## src/rtl/seq_divider_if.sv

```systemverilog
// seq_divider_if: start/done handshake and operand/result bundle
// for the iterative divider functional unit.
interface seq_divider_if #(
  parameter int WIDTH = 8
);
  logic             start;
  logic [WIDTH-1:0] dividend;
  logic [WIDTH-1:0] divisor;
  logic             busy;
  logic             done;
  logic [WIDTH-1:0] quotient;
  logic [WIDTH-1:0] remainder;
  logic             div_by_zero;

  modport master (
    output start, dividend, divisor,
    input  busy, done, quotient, remainder, div_by_zero
  );

  modport slave (
    input  start, dividend, divisor,
    output busy, done, quotient, remainder, div_by_zero
  );
endinterface

```

## src/rtl/seq_divider.sv

```systemverilog
// seq_divider: restoring unsigned divider, one trial
// subtraction per clock, MSB first.
module seq_divider #(
  parameter int WIDTH = 8
) (
  input  logic           clk,
  input  logic           rst_n,
  seq_divider_if.slave   bus
);
  localparam int CW = (WIDTH > 2) ? $clog2(WIDTH) : 1;

  typedef enum logic [1:0] {IDLE, RUN, DONE} state_t;

  state_t           state, state_n;
  logic [CW-1:0]    cnt;
  logic [WIDTH-1:0] r_q, q_q, dvs_q;
  logic             zero_q;
  logic [WIDTH-1:0] quo_q, rem_q;
  logic             dbz_q;

  logic             accept, last, borrow;
  logic [WIDTH:0]   t, d;
  logic [WIDTH-1:0] r_n, q_n;

  assign accept = bus.start & (state != RUN);
  assign last   = zero_q | (cnt == CW'(WIDTH - 1));

  // Trial subtraction: the shifted-out R MSB rides along as bit WIDTH.
  assign t      = {r_q, q_q[WIDTH-1]};
  assign d      = t - {1'b0, dvs_q};
  assign borrow = d[WIDTH];
  assign r_n    = borrow ? t[WIDTH-1:0] : d[WIDTH-1:0];
  assign q_n    = {q_q[WIDTH-2:0], ~borrow};

  assign bus.busy        = (state == RUN);
  assign bus.done        = (state == DONE);
  assign bus.quotient    = quo_q;
  assign bus.remainder   = rem_q;
  assign bus.div_by_zero = dbz_q;

  // State register.
  always_ff @(posedge clk or negedge rst_n) begin
    if (!rst_n) state <= IDLE;
    else        state <= state_n;
  end

  // Next state: DONE may accept a new start directly.
  always_comb begin
    state_n = state;
    unique case (1'b1)
      state == IDLE: if (bus.start) state_n = RUN;
      state == RUN:  if (last)      state_n = DONE;
      state == DONE: state_n = bus.start ? RUN : IDLE;
      default:       state_n = IDLE;
    endcase
  end

  // Operand capture, iteration and result latching.
  always_ff @(posedge clk or negedge rst_n) begin
    if (!rst_n) begin
      cnt    <= '0;
      r_q    <= '0;
      q_q    <= '0;
      dvs_q  <= '0;
      zero_q <= 1'b0;
      quo_q  <= '0;
      rem_q  <= '0;
      dbz_q  <= 1'b0;
    end else if (accept) begin
      cnt    <= '0;
      r_q    <= '0;
      q_q    <= bus.dividend;
      dvs_q  <= bus.divisor;
      zero_q <= (bus.divisor == '0);
    end else if (state == RUN) begin
      r_q <= r_n;
      q_q <= q_n;
      cnt <= cnt + CW'(1);
      if (last) begin
        quo_q <= zero_q ? '1 : q_n;
        rem_q <= zero_q ? q_q : r_n;
        dbz_q <= zero_q;
      end
    end
  end
endmodule

```

## src/flat_wrapper.sv

```systemverilog
// flat-port wrapper written by rule: the top's interface ports become plain ports
module seq_divider_flat 
#(
  parameter int WIDTH = 8
)
  (clk, rst_n, bus_start, bus_dividend, bus_divisor, bus_busy, bus_done, bus_quotient, bus_remainder, bus_div_by_zero);
  seq_divider_if #(.WIDTH(WIDTH)) bus_i ();
  input  logic clk;
  input  logic rst_n;
  input wire logic [$bits(bus_i.start)-1:0] bus_start;
  input wire logic [$bits(bus_i.dividend)-1:0] bus_dividend;
  input wire logic [$bits(bus_i.divisor)-1:0] bus_divisor;
  output wire logic [$bits(bus_i.busy)-1:0] bus_busy;
  output wire logic [$bits(bus_i.done)-1:0] bus_done;
  output wire logic [$bits(bus_i.quotient)-1:0] bus_quotient;
  output wire logic [$bits(bus_i.remainder)-1:0] bus_remainder;
  output wire logic [$bits(bus_i.div_by_zero)-1:0] bus_div_by_zero;
  assign bus_i.start = bus_start;
  assign bus_i.dividend = bus_dividend;
  assign bus_i.divisor = bus_divisor;
  assign bus_busy = bus_i.busy;
  assign bus_done = bus_i.done;
  assign bus_quotient = bus_i.quotient;
  assign bus_remainder = bus_i.remainder;
  assign bus_div_by_zero = bus_i.div_by_zero;
  seq_divider #(.WIDTH(WIDTH)) u_core (.clk(clk), .rst_n(rst_n), .bus(bus_i));
endmodule
```

## config.mk

```make
export PLATFORM = sky130hd
export DESIGN_NAME = seq_divider_flat
export DESIGN_NICKNAME = d
export VERILOG_FILES = /design/src/rtl/seq_divider_if.sv /design/src/rtl/seq_divider.sv /design/src/flat_wrapper.sv
export SDC_FILE = /design/constraint.sdc
export NUM_CORES = 1
export LEC_CHECK = 0
export ABC_AREA = 1
export BUFFER_PORTS_ARGS = -buffer_cell sky130_fd_sc_hd__buf_4
export CORE_MARGIN = 2
export CORE_UTILIZATION = 55
export DETAILED_ROUTE_END_ITERATION = 6
export GPL_TIMING_DRIVEN = 0
export PLACE_DENSITY = 0.83
export SYNTH_ARGS = -nofsm -noshare
export SYNTH_HDL_FRONTEND = slang
export SYNTH_SLANG_ARGS = --single-unit
```

## constraint.sdc

```tcl
create_clock -name clk -period 4.7 [get_ports clk]
set_input_delay 0.94 -clock clk [delete_from_list [all_inputs] [get_ports clk]]
set_output_delay 0.94 -clock clk [all_outputs]
set_load 0.01 [all_outputs]
```

# After elaboration in Yosys (flattened, before gate mapping)
# Cells that the tools add are included.
classes:
  add_sub_neg: 2
  eq_ne: 6
  n_bitwise: 4
  mux: 13
  reduce_logical: 5
op_table:
  columns: ["cell", "n"]
  rows:
  - ["8-bit two-way mux", 7]
  - ["9-bit by 8-bit subtractor with 9-bit output", 1]
  - ["8-bit logical NOT", 1]
  - ["3-bit two-way mux", 2]
  - ["2-bit case mux with 3 select lines", 1]
  - ["2-bit two-way mux", 2]
  - ["2-bit by 1-bit inequality test with 1-bit output, second input constant", 2]
  - ["3-bit by 1-bit adder with 3-bit output, second input constant", 1]
  - ["3-bit == test, second input constant", 1]
  - ["3-bit AND reduction", 1]
  - ["2-bit by 1-bit == test with 1-bit output, second input constant", 1]
  - ["2-bit == test, second input constant", 1]
  - ["2-bit logical NOT", 1]
  - ["2-bit inequality test, second input constant", 1]
  - ["1-bit NOT", 2]
  - ["2-bit AND reduction", 1]
  - ["2-bit nonzero test", 1]
  - ["1-bit bitwise AND", 1]
  - ["1-bit two-way mux", 1]
  - ["1-bit OR", 1]
totals:
  ff_bits: 47
  input_bits: 19
  word_cells: 39
  out_inout_bits: 19

# Logic depth before layout (Yosys ltp)
logic_depth:
  depth_word: 4
  mapped_depth: 14
  depth_no_buf: 14

# Worst setup path before layout
# Ideal clock, no wire load.
synth_path:
  path_kind: "reg-to-reg"
  start: "register u_core.q_q[7]"
  end: "register u_core.rem_q[7], in the netlist u_core.bus.remainder[7]"
  t_arrival_ps: 1784
  path_stages_with_launch: 15
  synth_period_minus_slack_ps: 1900
  setup_time_ps: 116
  required_time_ps: 4584
  n_path_buf: 0
  path_slack_ps: 2800
  cell_sequence: "dfrtp_1 -> inv_1 -> ha_1 -> inv_1 -> fa_1 -> nand2_1 -> nand2_1 -> nand3_4 -> nand2_4 -> nand2_4 -> nand2_8 -> nand2_2 -> nand3_1 -> nand2_1 -> nand2_1"
synth_via:
  elab_chain_len: 3
synth_rtl:
  columns: ["element", "line_no", "rtl"]
  rows:
  - ["start, declared", "seq_divider.sv:16", "logic [WIDTH-1:0] r_q, q_q, dvs_q;"]
  - ["start signal, assigned", "seq_divider.sv:72", "q_q <= bus.dividend;"]
  - ["start signal, assigned", "seq_divider.sv:77", "q_q <= q_n;"]
  - ["9-bit by 8-bit subtractor with 9-bit output", "seq_divider.sv:30", "assign d = t - {1'b0, dvs_q};"]
  - ["8-bit two-way mux", "seq_divider.sv:32", "assign r_n = borrow ? t[WIDTH-1:0] : d[WIDTH-1:0];"]
  - ["8-bit two-way mux *", "seq_divider.sv:81", "rem_q <= zero_q ? q_q : r_n;"]
  - ["end signal, assigned", "seq_divider.sv:81", null]
  - ["end, declared", "seq_divider.sv:18", "logic [WIDTH-1:0] quo_q, rem_q;"]
# Mark *: on every way between the ends. The rest lies on a longest branch, timed or not.
# A chain may end at the register's enable or synchronous reset.

# Worst setup path after layout
layout_path:
  start: "register u_core.state[1]"
  end: "output port bus_busy"
layout_via:
  elab_chain_len: 1
layout_rtl:
  columns: ["element", "line_no", "rtl"]
  rows:
  - ["start, declared", "seq_divider.sv:14", "state_t state, state_n;"]
  - ["start signal, assigned", "seq_divider.sv:44", "else state <= state_n;"]
  - ["2-bit by 1-bit == test with 1-bit output", "seq_divider.sv:35", "assign bus.busy = (state == RUN);"]
  - ["end, declared", "flat_wrapper.sv:13", "output wire logic [$bits(bus_i.busy)-1:0] bus_busy;"]
# No other way between the ends.

==> reports/summary.txt <==
status: finished, final reports clean
fmax: 425.8 MHz
Cell Count, Final, Fillers Out: 417
RSZ-0062 raised after global routing: false
flops & latches, synth: 47
Vias: 2216
Area contributors post-synth: dfrtp_1 45%, nand2_1 16%, inv_1 5.1%
Final HPWL DP: 4.340 mm
GR Util All Layers: 24.45%
top layer in use: met4
r2r endpoint: u_core.bus.remainder[4]
area grow syn2layout: 16.59%
Num CTS Buffers: 5
Hold Path Origin: u_core.bus.remainder[1]
most numerous cell in the Yosys netlist: nand2_1
maximum vdd drop: 0.3975 mV
antenna diode count: 0
Post-CTS Hold Buffers: 0
clk_lat worst skew: 0.30 ns
crit end category: primary output
Worst path top cell family by delay: buffers and inverters
PwrDens: 761.5 nW/um^2
HP Class: flop to flop
CP startpoint kind: flop
Setup violations, final: 0
Worst slew margin: 59.96%
Yosys warnings: 0
CP Data Arrival Time: 1.41 ns
Bufs and invs on worst path: 4
Commonest cells post-synth: 108 x nand2_1, 47 x dfrtp_1, 35 x inv_1
Die W: 72.67 um
worst r2r path cells: 14
Starting DRT DRC Count: 250
Avg Cell Area, Syn: 8.105 um^2
clk slew on worst S/H paths: 0.09 ns
reg2reg start: u_core.q_q[7]
Final Skew: 0.005756 ns
CTS tree: built
min cycle time layout: 2.349 ns
Synth async-reset ratio: 100.0%
Core ar.: 4444 um^2
vias in the first global route: 2147
Final Max Slew Viols: 0
register area share after synthesis: 45.34%
largest net degree at the start of global routing: 48
Residual DRC: 0
DR WL/cell: 14.06 um
Rows: 24
met3 wire len: 320 um
grt total ovfl: 0
Setup TNS: 0 ns
maximum clock path buffer count: 2
WHS Endpoint: u_core.bus.remainder[1]
share of cells above drive strength 1: 21.64%
Initial Util: 58.36%
Final Cycle Share: 49.97%
slowest stage cell, crit path: dfrtp_1
wl on met1: 2.762 mm
maxcap violations: 0
die outline area: 5281 um^2
Final Hold Viols: 0
Least-Margin Pin Slew: 0.6006 ns
Routed WL: 5.861 mm
I/O pin cnt: 38
Synth Cell Area: 2594 um^2
Synth area leader: dfrtp_1
Worst R2R Setup Slack: 2.53 ns
Synth top area share: 45.34%
initial antenna violation count: 0
Clock Tree Root: clkbuf_8
crit-path cells: inv_1 > nand2_2 > inv_2 > clkbuf_8 > buf_4
Finished Cell Area: 3024 um^2
post-synthesis instance total: 320
number of cells on the worst hold path: 2
critical path type: flop to primary output
H-tree depth: 2
Unique masters post-synth: 32
Post-synth EDFFs: 0
Pleak: 1.645 nW
Setup Buffers After CTS: 0
slowest stage delay, CP: 0.38 ns
CTS Sinks: 47
top_reg_cell synth: dfrtp_1
DR pass1 iterations: 6
Die Span Y: 72.67 um
routed wl met2: 2.709 mm
gpl congestion: 0.8601
WP data required: 3.76 ns
Placed Area: 2937 um^2
Resize count post-CTS: 0
PortBufs: 37
Synthesized Nets: 350
Final nets: 394
Final ANT Viol Nets: 0
# placed instances: 409
routed vias/inst: 5.314
first-pass GRT wire length: 9.963 mm
Final Core Density: 68.05%
crit path max fanout: 10
-- sequential cells by signal, indices dropped and copies added (netlist names) --
register                count
u_core.q_q                  8
u_core.dvs_q                8
u_core.bus.remainder        8
u_core.zero_q               1
u_core.cnt                  3
u_core.bus.div_by_zero      1
u_core.r_q                  8
u_core.state                2
u_core.bus.quotient         8
-- worst max-delay path by stage --
stage	start	cells after the start	end
finish	u_core.state[1]	5	bus_busy
global placement	u_core.q_q[7]	14	u_core.bus.remainder[1]
detailed placement	u_core.q_q[7]	14	u_core.bus.remainder[4]
floorplan	u_core.q_q[7]	14	u_core.bus.remainder[7]
CTS	u_core.state[1]	5	bus_busy
global route	u_core.state[1]	5	bus_busy
-- stage by stage --
stage / power, mW / hold slack, ns / setup WS (ns)
finish: 2.303 / 0.4836 / 2.351
global route: 2.501 / 0.5036 / 2.292
CTS: 2.297 / 0.4903 / 2.358
detailed placement: 2.047 / 0.4682 / 2.582
global placement: 2.000 / 0.4663 / 2.613
floorplan: 1.673 / 0.4483 / 2.800
-- layout by cell type, fill, tap and decap left out, types with 2 or more instances in the layout --
cell type / instances
nand2_1: 108
dfrtp_1: 47
buf_4: 39
inv_1: 35
nand3_1: 23
nor2_1: 15
nand2_2: 13
a21oi_1: 11
ha_1: 10
o21ai_0: 9
buf_2: 7
clkbuf_8: 6
a31oi_1: 6
o221ai_1: 6
xor2_1: 3
o211ai_1: 3
inv_2: 2
a22o_1: 2
nor2_2: 2
nand3_4: 2
nand2_4: 2
clkinv_2: 2
-- final cells by class --
class,count,area (um^2)
clock buffers,5,68.82
fillers,389,1420
well taps,52,65.06
plain buffers,10,63.81
inverters,37,138.9
clock inverters,3,18.77
flip-flops and latches,47,1176
repair buffers,37,277.8
multi-input cells,226,1215
-- worst min-delay path: cells and delay by family (launching register included) --
| kind | cells | cell delay [ns] |
|---|---|---|
| AND/OR/NAND/NOR | 2 | 0.10 |
| flip-flops | 1 | 0.35 |
-- metal layers --
metal | vias to the layer above | track usage (%)
met5 | - | 0
met4 | 0 | 6.379
met3 | 8 | 4.696
met2 | 81 | 37.98
met1 | 1009 | 35.42
li1 | 1118 | -
-- logic make-up after synthesis --
| family | synth area share (%) |
|---|---|
| AND/OR/NAND/NOR | 30.29 |
| buffers and inverters | 7.815 |
| flip-flops | 45.34 |
| AO/OA/AOI/OAI | 9.937 |
| adder cells (fa/ha/maj) | 5.596 |
| XOR/XNOR | 1.013 |
-- report_power, final --
group	total, mW	switching [mW]	leakage, nW	internal (mW)
Combinational	1.37	0.840	1.02	0.531
Sequential	0.688	0.101	0.580	0.587
Clock	0.244	0.139	0.0483	0.105
Total	2.30	1.08	1.65	1.22
Note: power is estimated with default switching activity, not from simulation.
